<file path="config.mk">
export PLATFORM = sky130hd
export DESIGN_NAME = alu_issue_ctrl
export DESIGN_NICKNAME = d
export VERILOG_FILES = /design/src/rtl/alu_issue_pkg.sv /design/src/rtl/alu_issue_rf.sv /design/src/rtl/alu_issue_ctrl.sv
export SDC_FILE = /design/constraint.sdc
export NUM_CORES = 1
export LEC_CHECK = 0
export BUFFER_PORTS_ARGS = -buffer_cell sky130_fd_sc_hd__buf_2
export CAP_MARGIN = 20
export CORE_ASPECT_RATIO = 1.5
export CORE_MARGIN = 2
export CORE_UTILIZATION = 28
export DETAILED_ROUTE_END_ITERATION = 7
export PLACE_DENSITY = 0.55
export SYNTH_ARGS = -nofsm -noshare
export SYNTH_HDL_FRONTEND = slang
export SYNTH_SLANG_ARGS = --single-unit
</file>
<file path="constraint.sdc">
create_clock -name clk -period 2.7 [get_ports clk]
set_input_delay 0.135 -clock clk [delete_from_list [all_inputs] [get_ports clk]]
set_output_delay 0.135 -clock clk [all_outputs]
set_load 0.03 [all_outputs]
</file>
<file path="src/rtl/alu_issue_pkg.sv">
// rtl/alu_issue_pkg.sv - shared types and constants for the ALU issue controller
package alu_issue_pkg;

  localparam int DATA_W_DEF = 8;
  localparam int NREG_DEF   = 4;

  localparam logic [2:0] OP_ADD = 3'b000;
  localparam logic [2:0] OP_SUB = 3'b001;
  localparam logic [2:0] OP_AND = 3'b010;
  localparam logic [2:0] OP_OR  = 3'b011;
  localparam logic [2:0] OP_XOR = 3'b100;
  localparam logic [2:0] OP_NOT = 3'b101;
  localparam logic [2:0] OP_LT  = 3'b110;
  localparam logic [2:0] OP_SHL = 3'b111;

  typedef enum logic [1:0] {
    IDLE = 2'd0,
    EXEC = 2'd1,
    WB   = 2'd2
  } state_t;

endpackage

</file>
<file path="src/rtl/alu_issue_rf.sv">
// rtl/alu_issue_rf.sv - register file, two async read ports, one sync write port, sync clear
module alu_issue_rf #(
  parameter int DATA_W = 8,
  parameter int NREG   = 4
) (
  input  logic                    clk,
  input  logic                    rst,
  input  logic                    we,
  input  logic [$clog2(NREG)-1:0] waddr,
  input  logic [DATA_W-1:0]       wdata,
  input  logic [$clog2(NREG)-1:0] raddr_a,
  output logic [DATA_W-1:0]       rdata_a,
  input  logic [$clog2(NREG)-1:0] raddr_b,
  output logic [DATA_W-1:0]       rdata_b
);

  logic [DATA_W-1:0] mem [NREG];

  always_ff @(posedge clk) begin
    if (rst) begin
      for (int i = 0; i < NREG; i++) mem[i] <= '0;
    end else if (we) begin
      mem[waddr] <= wdata;
    end
  end

  assign rdata_a = mem[raddr_a];
  assign rdata_b = mem[raddr_b];

endmodule

</file>
<file path="src/rtl/alu_issue_ctrl.sv">
// rtl/alu_issue_ctrl.sv - single-issue ALU sequencer: accept, execute on external ALU, write back
module alu_issue_ctrl
  import alu_issue_pkg::*;
#(
  parameter int DATA_W = DATA_W_DEF,
  parameter int NREG   = NREG_DEF
) (
  input  logic                    clk,
  input  logic                    rst,
  input  logic                    instr_valid,
  output logic                    instr_ready,
  input  logic [2:0]              instr_op,
  input  logic [$clog2(NREG)-1:0] instr_rd,
  input  logic [$clog2(NREG)-1:0] instr_rs1,
  input  logic [$clog2(NREG)-1:0] instr_rs2,
  input  logic                    wr_en,
  input  logic [$clog2(NREG)-1:0] wr_addr,
  input  logic [DATA_W-1:0]       wr_data,
  output logic [2:0]              alu_op,
  output logic [DATA_W-1:0]       alu_a,
  output logic [DATA_W-1:0]       alu_b,
  input  logic [DATA_W-1:0]       alu_result,
  input  logic                    alu_zero,
  output logic                    out_valid,
  input  logic                    out_ready,
  output logic [DATA_W-1:0]       out_result,
  output logic                    out_zero,
  output logic [$clog2(NREG)-1:0] out_rd,
  output logic [7:0]              op_count
);

  localparam int AW = $clog2(NREG);

  state_t state, state_next;
  logic [2:0]        op_q;
  logic [AW-1:0]     rd_q, rs1_q, rs2_q;
  logic              accept, retire;
  logic              rf_we;
  logic [AW-1:0]     rf_waddr;
  logic [DATA_W-1:0] rf_wdata, rdata_a, rdata_b;

  assign accept = instr_valid & instr_ready;
  assign retire = out_valid & out_ready;

  always_ff @(posedge clk) begin
    if (rst) state <= IDLE;
    else     state <= state_next;
  end

  always_comb begin
    state_next = state;
    case (state)
      IDLE:    if (accept) state_next = EXEC;
      EXEC:    state_next = WB;
      WB:      if (retire) state_next = IDLE;
      default: state_next = IDLE;
    endcase
  end

  always_comb begin
    instr_ready = (state == IDLE);
    out_valid   = (state == WB);
    alu_op      = '0;
    alu_a       = '0;
    alu_b       = '0;
    if (state == EXEC) begin
      alu_op = op_q;
      alu_a  = rdata_a;
      alu_b  = rdata_b;
    end
  end

  // Host writes own the write port in IDLE; the ALU result owns it in EXEC.
  // Reading rs1/rs2 is asynchronous, so sources are seen before the EXEC-edge write.
  always_comb begin
    rf_we    = 1'b0;
    rf_waddr = wr_addr;
    rf_wdata = wr_data;
    if (state == EXEC) begin
      rf_we    = 1'b1;
      rf_waddr = rd_q;
      rf_wdata = alu_result;
    end else if (state == IDLE) begin
      rf_we    = wr_en;
    end
  end

  always_ff @(posedge clk) begin
    if (rst) begin
      op_q       <= '0;
      rd_q       <= '0;
      rs1_q      <= '0;
      rs2_q      <= '0;
      out_result <= '0;
      out_zero   <= 1'b0;
      out_rd     <= '0;
      op_count   <= '0;
    end else begin
      if (accept) begin
        op_q  <= instr_op;
        rd_q  <= instr_rd;
        rs1_q <= instr_rs1;
        rs2_q <= instr_rs2;
      end
      if (state == EXEC) begin
        out_result <= alu_result;
        out_zero   <= alu_zero;
        out_rd     <= rd_q;
      end
      if (retire) op_count <= op_count + 8'd1;
    end
  end

  alu_issue_rf #(
    .DATA_W (DATA_W),
    .NREG   (NREG)
  ) u_rf (
    .clk     (clk),
    .rst     (rst),
    .we      (rf_we),
    .waddr   (rf_waddr),
    .wdata   (rf_wdata),
    .raddr_a (rs1_q),
    .rdata_a (rdata_a),
    .raddr_b (rs2_q),
    .rdata_b (rdata_b)
  );

endmodule

</file>
==> results of run 1 <==
## metal layers
metal	share of wire	up-vias	global-route usage
li1	-	1125	-
met1	0.41	1072	0.1355
met2	0.53	51	0.2164
met3	0.034	10	0.02022
met4	0.026	0	0.07350
met5	0	-	0
## flip-flops by register name, indices dropped and copies added, names as in the netlist, named ones only
register	flops
op_count	8
op_q	3
out_rd	2
out_result	8
out_zero	1
rd_q	2
rs1_q	2
rs2_q	2
state	2
u_rf.mem	32
## layout make-up
| type | instances | area, um2 |
|---|---|---|
| Tap cell | 147 | 183.9 |
| Sequential cell | 66 | 1642 |
| Timing Repair Buffer | 83 | 442.9 |
| Clock inverter | 6 | 61.31 |
| Clock buffer | 10 | 250.2 |
| Fill cell | 1095 | 7004 |
| Multi-Input combinational cell | 180 | 1398 |
| Inverter | 4 | 15.01 |
## power groups by stage
stage                     Combinational [uW]  Sequential (uW)  Clock, uW
after floorplan                          226             1170          0
after global placement                   312             1180          0
after detailed placement                 316             1180          0
after CTS                                317             1160       1220
after global routing                     340             1170       1250
final                                    312             1160       1190
## stage by stage
step,cell area [um2],hold WS [ps],power [uW],setup slack (ps)
after floorplan,3153,271.0,1392,938.1
after global placement,3681,373.8,1490,622.2
after detailed placement,3681,382.9,1499,590.2
after CTS,3993,33.37,2698,479.4
after global routing,3993,50.53,2759,330.5
final,3993,38.69,2664,541.3
## worst reg2reg max path: stages (launching register included)
cell and delay (ps):
dfxtp_1 630, nand2b_1 340, buf_4 330, mux2i_1 450, nor3_1 120
## cells in the mapped netlist, types with 2 or more instances
cell / instances
o21ai_2: 2
a21oi_1: 16
edfxtp_1: 32
nand4b_4: 2
inv_1: 4
buf_4: 3
buf_6: 2
o21ai_0: 2
mux4_2: 16
buf_2: 7
mux2i_1: 17
or3_1: 2
o21bai_1: 3
mux2_2: 2
nor2b_1: 6
clkbuf_1: 7
nand2_1: 25
nor3b_1: 2
mux2i_2: 2
nand3b_1: 2
dfxtp_1: 34
nor2_1: 23
and2_1: 19
nor3_1: 24
## logic make-up (layout without fill, tap and decap cells)
family          count (synthesis)  after routing  synth area share
flops                          66             66            0.5206
simple gates                  113            113            0.1925
mux                            38             38            0.1889
compound gates                 26             26           0.05000
xor+xnor                        2              2          0.005557
buf+inv                        23            103           0.03849
fa+ha+maj                       1              1          0.003968
## worst paths after layout
check / startpoint / end / slack (ps) / depth (start not counted)
hold / removal: instr_rd[1] / rd_q[1] / 40 / 3
hold reg to reg: out_result[4] / out_result[4] / 450 / 2
setup / recovery: state[0] / alu_b[3] / 540 / 4
setup reg to reg: state[1] / u_rf.mem[2][6] / 560 / 4
==> run metrics, run 1 <==
Diodes inserted 0; commonest cells after routing, fill and taps aside buf_2, dfxtp_1, edfxtp_1; first-pass GRT wire length 11410 um; Inst Count DP 480; PwrDens 667.1 nW/um2; Post-synth EDFFs 32; P_int 2019 uW; CTS Hold Buffers Added 0; H-tree depth 3; clock sink count 66; Max Slew Vio Count 0; Die X 90.65 um; area grow syn2layout 26.63%; final antenna-violating net count 0; DRT Pass-1 Iters 4; RSZ-0062 raised after global routing no; Ports 73; Final Hold Fails 0; total track usage 0.1218; Row Count 47; routed length per instance 14.38 um; Setup crit end kind output pin; routed vias 2258; final cell count without fillers 496; vias per cell 4.552; Final #Nets 378; crit-path max cell delay 580 ps; clk_skew 7.897 ps; worst path required time 2570 ps; crit share post-route 0.7995; Comb power frac 0.117; TritonCTS clock tree built; flop and latch count out of synthesis 66; maximum fanout along the worst path 14; total of max-cap violations 0; Arrival @ worst endpoint 2020 ps; initial antenna violation count 0; initial cell density of the core 0.2867; post-synth cell types 39; Clock Tree Root clkbuf_16; PortBufs 72; YS warnings 0; Syn Area/Cell 11.72 um2; maximum clock frequency 463.3 MHz; Least-Margin Pin Slew 665.6 ps; largest area contributor in the netlist edfxtp_1; share of layout cells above drive strength 1 0.3725; CP Launch Type register; drt drc 0; crit path cell chain nor2b_2 -> buf_4 -> and2_1 -> buf_2; Final Util 0.3631; total gr overflow 0; full die area 12140 um2; most common cell after layout, fill and taps aside buf_2; worst skew pair latency 330 ps; vias in the first global route 2243; Starting DRT DRC Count 57; pin count of the biggest net entering global routing 37; die height 134.0 um; VDD IR max 0.2977 mV; status finished clean; Post-Syn Instances 269; post-cts resize count 0; CP top delay family simple AND/OR/NAND/NOR gates; main area contributors after synthesis edfxtp_1, dfxtp_1, mux4_2; leakage 0.001686 uW; Sw Pwr 644.9 uW; core area 11000 um2; DRT Wirelength 7133 um; fin crit period 2159 ps; slew margin rel. 0.5554; Netlist Area Pre-Place 3153 um2; asr flop ratio synth 0; Synth top area share 0.3048; worst hold path class in2reg; CTS clock-pin slew for the worst setup and hold paths 60 ps; Post CTS Setup Buffer Count 0; CTS Buffer Depth 2; sequential group share of total power 0.436; DPL Wire Length 5539 um; Num CTS Buffers 9; sw frac 0.2421; Setup Crit Path Kind reg2out; Final setup viols 0; routability cong. 0.7635; Setup TNS 0 ps; CP bufs+invs 2; register area share after synthesis 0.5206; slowest stage cell, crit path dfxtp_1; clock share of power 0.447; top_reg_cell synth dfxtp_1; syn nets 303
(Power assumes the default switching activity.)
==> inputs of run 2 (changes only) <==
--- a/config.mk
+++ b/config.mk
@@ -11,7 +11,7 @@
 export CORE_MARGIN = 2
 export CORE_UTILIZATION = 28
 export DETAILED_ROUTE_END_ITERATION = 7
-export PLACE_DENSITY = 0.55
+export PLACE_DENSITY = 0.57
 export SYNTH_ARGS = -nofsm -noshare
 export SYNTH_HDL_FRONTEND = slang
 export SYNTH_SLANG_ARGS = --single-unit
==> constraint.sdc (replaced) <==
create_clock -name clk -period 1.9 [get_ports clk]
set_input_delay 0.095 -clock clk [delete_from_list [all_inputs] [get_ports clk]]
set_output_delay 0.095 -clock clk [all_outputs]
set_load 0.03 [all_outputs]
==> run 2 against run 1 <==
  * First-iteration DRC count rose to 2.7 times the previous value
  * Utilization up 0.55 points
  * Final area up 1.5%
  * Register-to-register slack worse by 320 ps
  * Largest cell class unchanged
  * Clock power up 28%
  * Critical path type unchanged
  * Count of clock-buffer cells in the layout unchanged
  * Via count up 1.3%
  * Sequential share of layout area down 0.61 points
  * Clock skew up 1.3 ps
  * Die area unchanged
  * Wire length down 0.83%
==> run metrics, run 2 (synthesized netlist as in run 1, its figures left out) <==
status finished clean; Row Count 47; Layout fillers 1122; R2R setup slack 240 ps; Worst Setup EP alu_b[4]; Num CTS Buffers 9; total track usage 0.1243; DPL Wire Length 5539 um; DRT Wirelength 7074 um; initial antenna violation count 0; largest registers u_rf.mem x32, op_count x8, out_result x8; first-pass GRT wire length 11720 um; H-tree depth 3; PortBufs 72; Final Util 0.3685; routed length per instance 13.98 um; Crit Reg-Reg Endpoint u_rf.mem[0][2]; routed vias 2287; slew margin rel. 0.7347; pin count of the biggest net entering global routing 33; routability cong. 0.7194; Starting DRT DRC Count 152; crit share post-route 0.9366; CP top delay family multiplexers; worst hold slack 16.17 ps; PwrDens 894.5 nW/um2; initial cell density of the core 0.2867; Setup Crit Path Kind reg2out; core area 11000 um2; fin crit period 1780 ps; Setup crit end kind output pin; clock sink count 66; R2R depth 4; crit path cell chain buf_4 -> mux4_2 -> and2_1 -> buf_2; largest register by flop count u_rf.mem; vias in the first global route 2349; worst path required time 1800 ps; leakage 0.001714 uW; DRT Pass-1 Iters 4; Clock Tree Root clkbuf_16; Setup TNS 0 ps; CP Depth 4; worst r2r src state[1]; worst hold path class in2reg; VDD IR max 0.3826 mV; crit-path max cell delay 510 ps; clk_skew 9.236 ps; die height 134.0 um; Die X 90.65 um; Least-Margin Pin Slew 397.4 ps; CTS Buffer Depth 2; total gr overflow 0; vias per cell 4.520; placed cell areas 3719 um2; final antenna-violating net count 0; RSZ-0062 raised after global routing no; Arrival @ worst endpoint 1680 ps; Design Area, Final 4053 um2; maximum fanout along the worst path 8; Ports 73; TritonCTS clock tree built; full die area 12140 um2; commonest cells after routing, fill and taps aside buf_2, dfxtp_1, edfxtp_1; CTS clock-pin slew for the worst setup and hold paths 60 ps; Final #Nets 388; Final Hold Fails 0; Final setup viols 0; drt drc 0; Diodes inserted 0; CP bufs+invs 2; CP Launch Type register; most common cell after layout, fill and taps aside buf_2; slowest stage cell, crit path mux4_2; total of max-cap violations 0; worst skew pair latency 330 ps; maximum clock frequency 561.9 MHz; PnR worst setup slack 120.4 ps; area grow syn2layout 28.53%; worst slack, placed 246.2 ps; Max Slew Vio Count 0; share of layout cells above drive strength 1 0.3760; max FFs per register 32; Post CTS Setup Buffer Count 0
-- run 2: changes by cell type in the layout (fill, tap and decap cells not counted) --
| cell | before | now |
|---|---|---|
| dlygate4sd3_1 | 0 | 5 |
| buf_4 | 11 | 15 |
| buf_6 | 0 | 1 |
| bufinv_16 | 1 | 0 |
| clkbuf_16 | 10 | 9 |
| clkbuf_8 | 0 | 1 |
| clkinv_4 | 1 | 2 |
| clkinvlp_4 | 0 | 1 |
| inv_4 | 2 | 1 |
-- run 2: worst min path at each step --
stage / cells past startpoint / startpoint / endpoint
after floorplan: 2 / alu_zero / out_zero
after global placement: 3 / instr_op[1] / op_q[1]
after detailed placement: 3 / instr_op[2] / op_q[2]
after CTS: 3 / instr_op[0] / op_q[0]
after global routing: 3 / alu_result[4] / out_result[4]
final: 3 / instr_op[0] / op_q[0]
-- run 2: final cells by class --
type                            instances  area [um2]  area share
Clock inverter                          6       41.29     0.01019
Timing Repair Buffer                   93       534.3      0.1318
Inverter                                4       15.01    0.003705
Clock buffer                           10       239.0     0.05897
Tap cell                              147       183.9     0.04538
Sequential cell                        66        1642      0.4051
Multi-Input combinational cell        180        1398      0.3449
-- run 2: metal layers --
metal	up-vias	part of all wire	global-route usage
li1	1146	-	-
met1	1081	0.39	0.1338
met2	51	0.55	0.2260
met3	9	0.037	0.03483
met4	0	0.018	0.05385
met5	-	0	0
-- run 2: metrics by stage --
stage / instances / total power, uW
2_1_floorplan: 269 / 1977
3_3_place_gp: 485 / 2131
3_5_place_dp: 485 / 2139
4_1_cts: 506 / 3671
5_1_grt: 506 / 3795
6_report: 506 / 3625
-- run 2: report_power, final --
group | internal (uW) | total [uW] | leakage (uW) | switching (uW)
combinational | 214 | 485 | 0.000965 | 271
sequential | 1580 | 1620 | 0.000610 | 45.3
clock | 917 | 1520 | 0.000139 | 600
total | 2710 | 3630 | 0.00171 | 916
-- run 2: worst reg2reg max path, cell delays in order, from the launching register on --
cell and delay [ps]:
dfxtp_1 320, nand2b_1 240, buf_4 330, mux2i_1 400
nor3_1 100
-- run 2: timing repair --
action	4_1_cts	5_1_grt
hold endpoints to repair	5	0
resized for setup	0	1
setup endpoints to repair	0	1
hold buffers	5	0
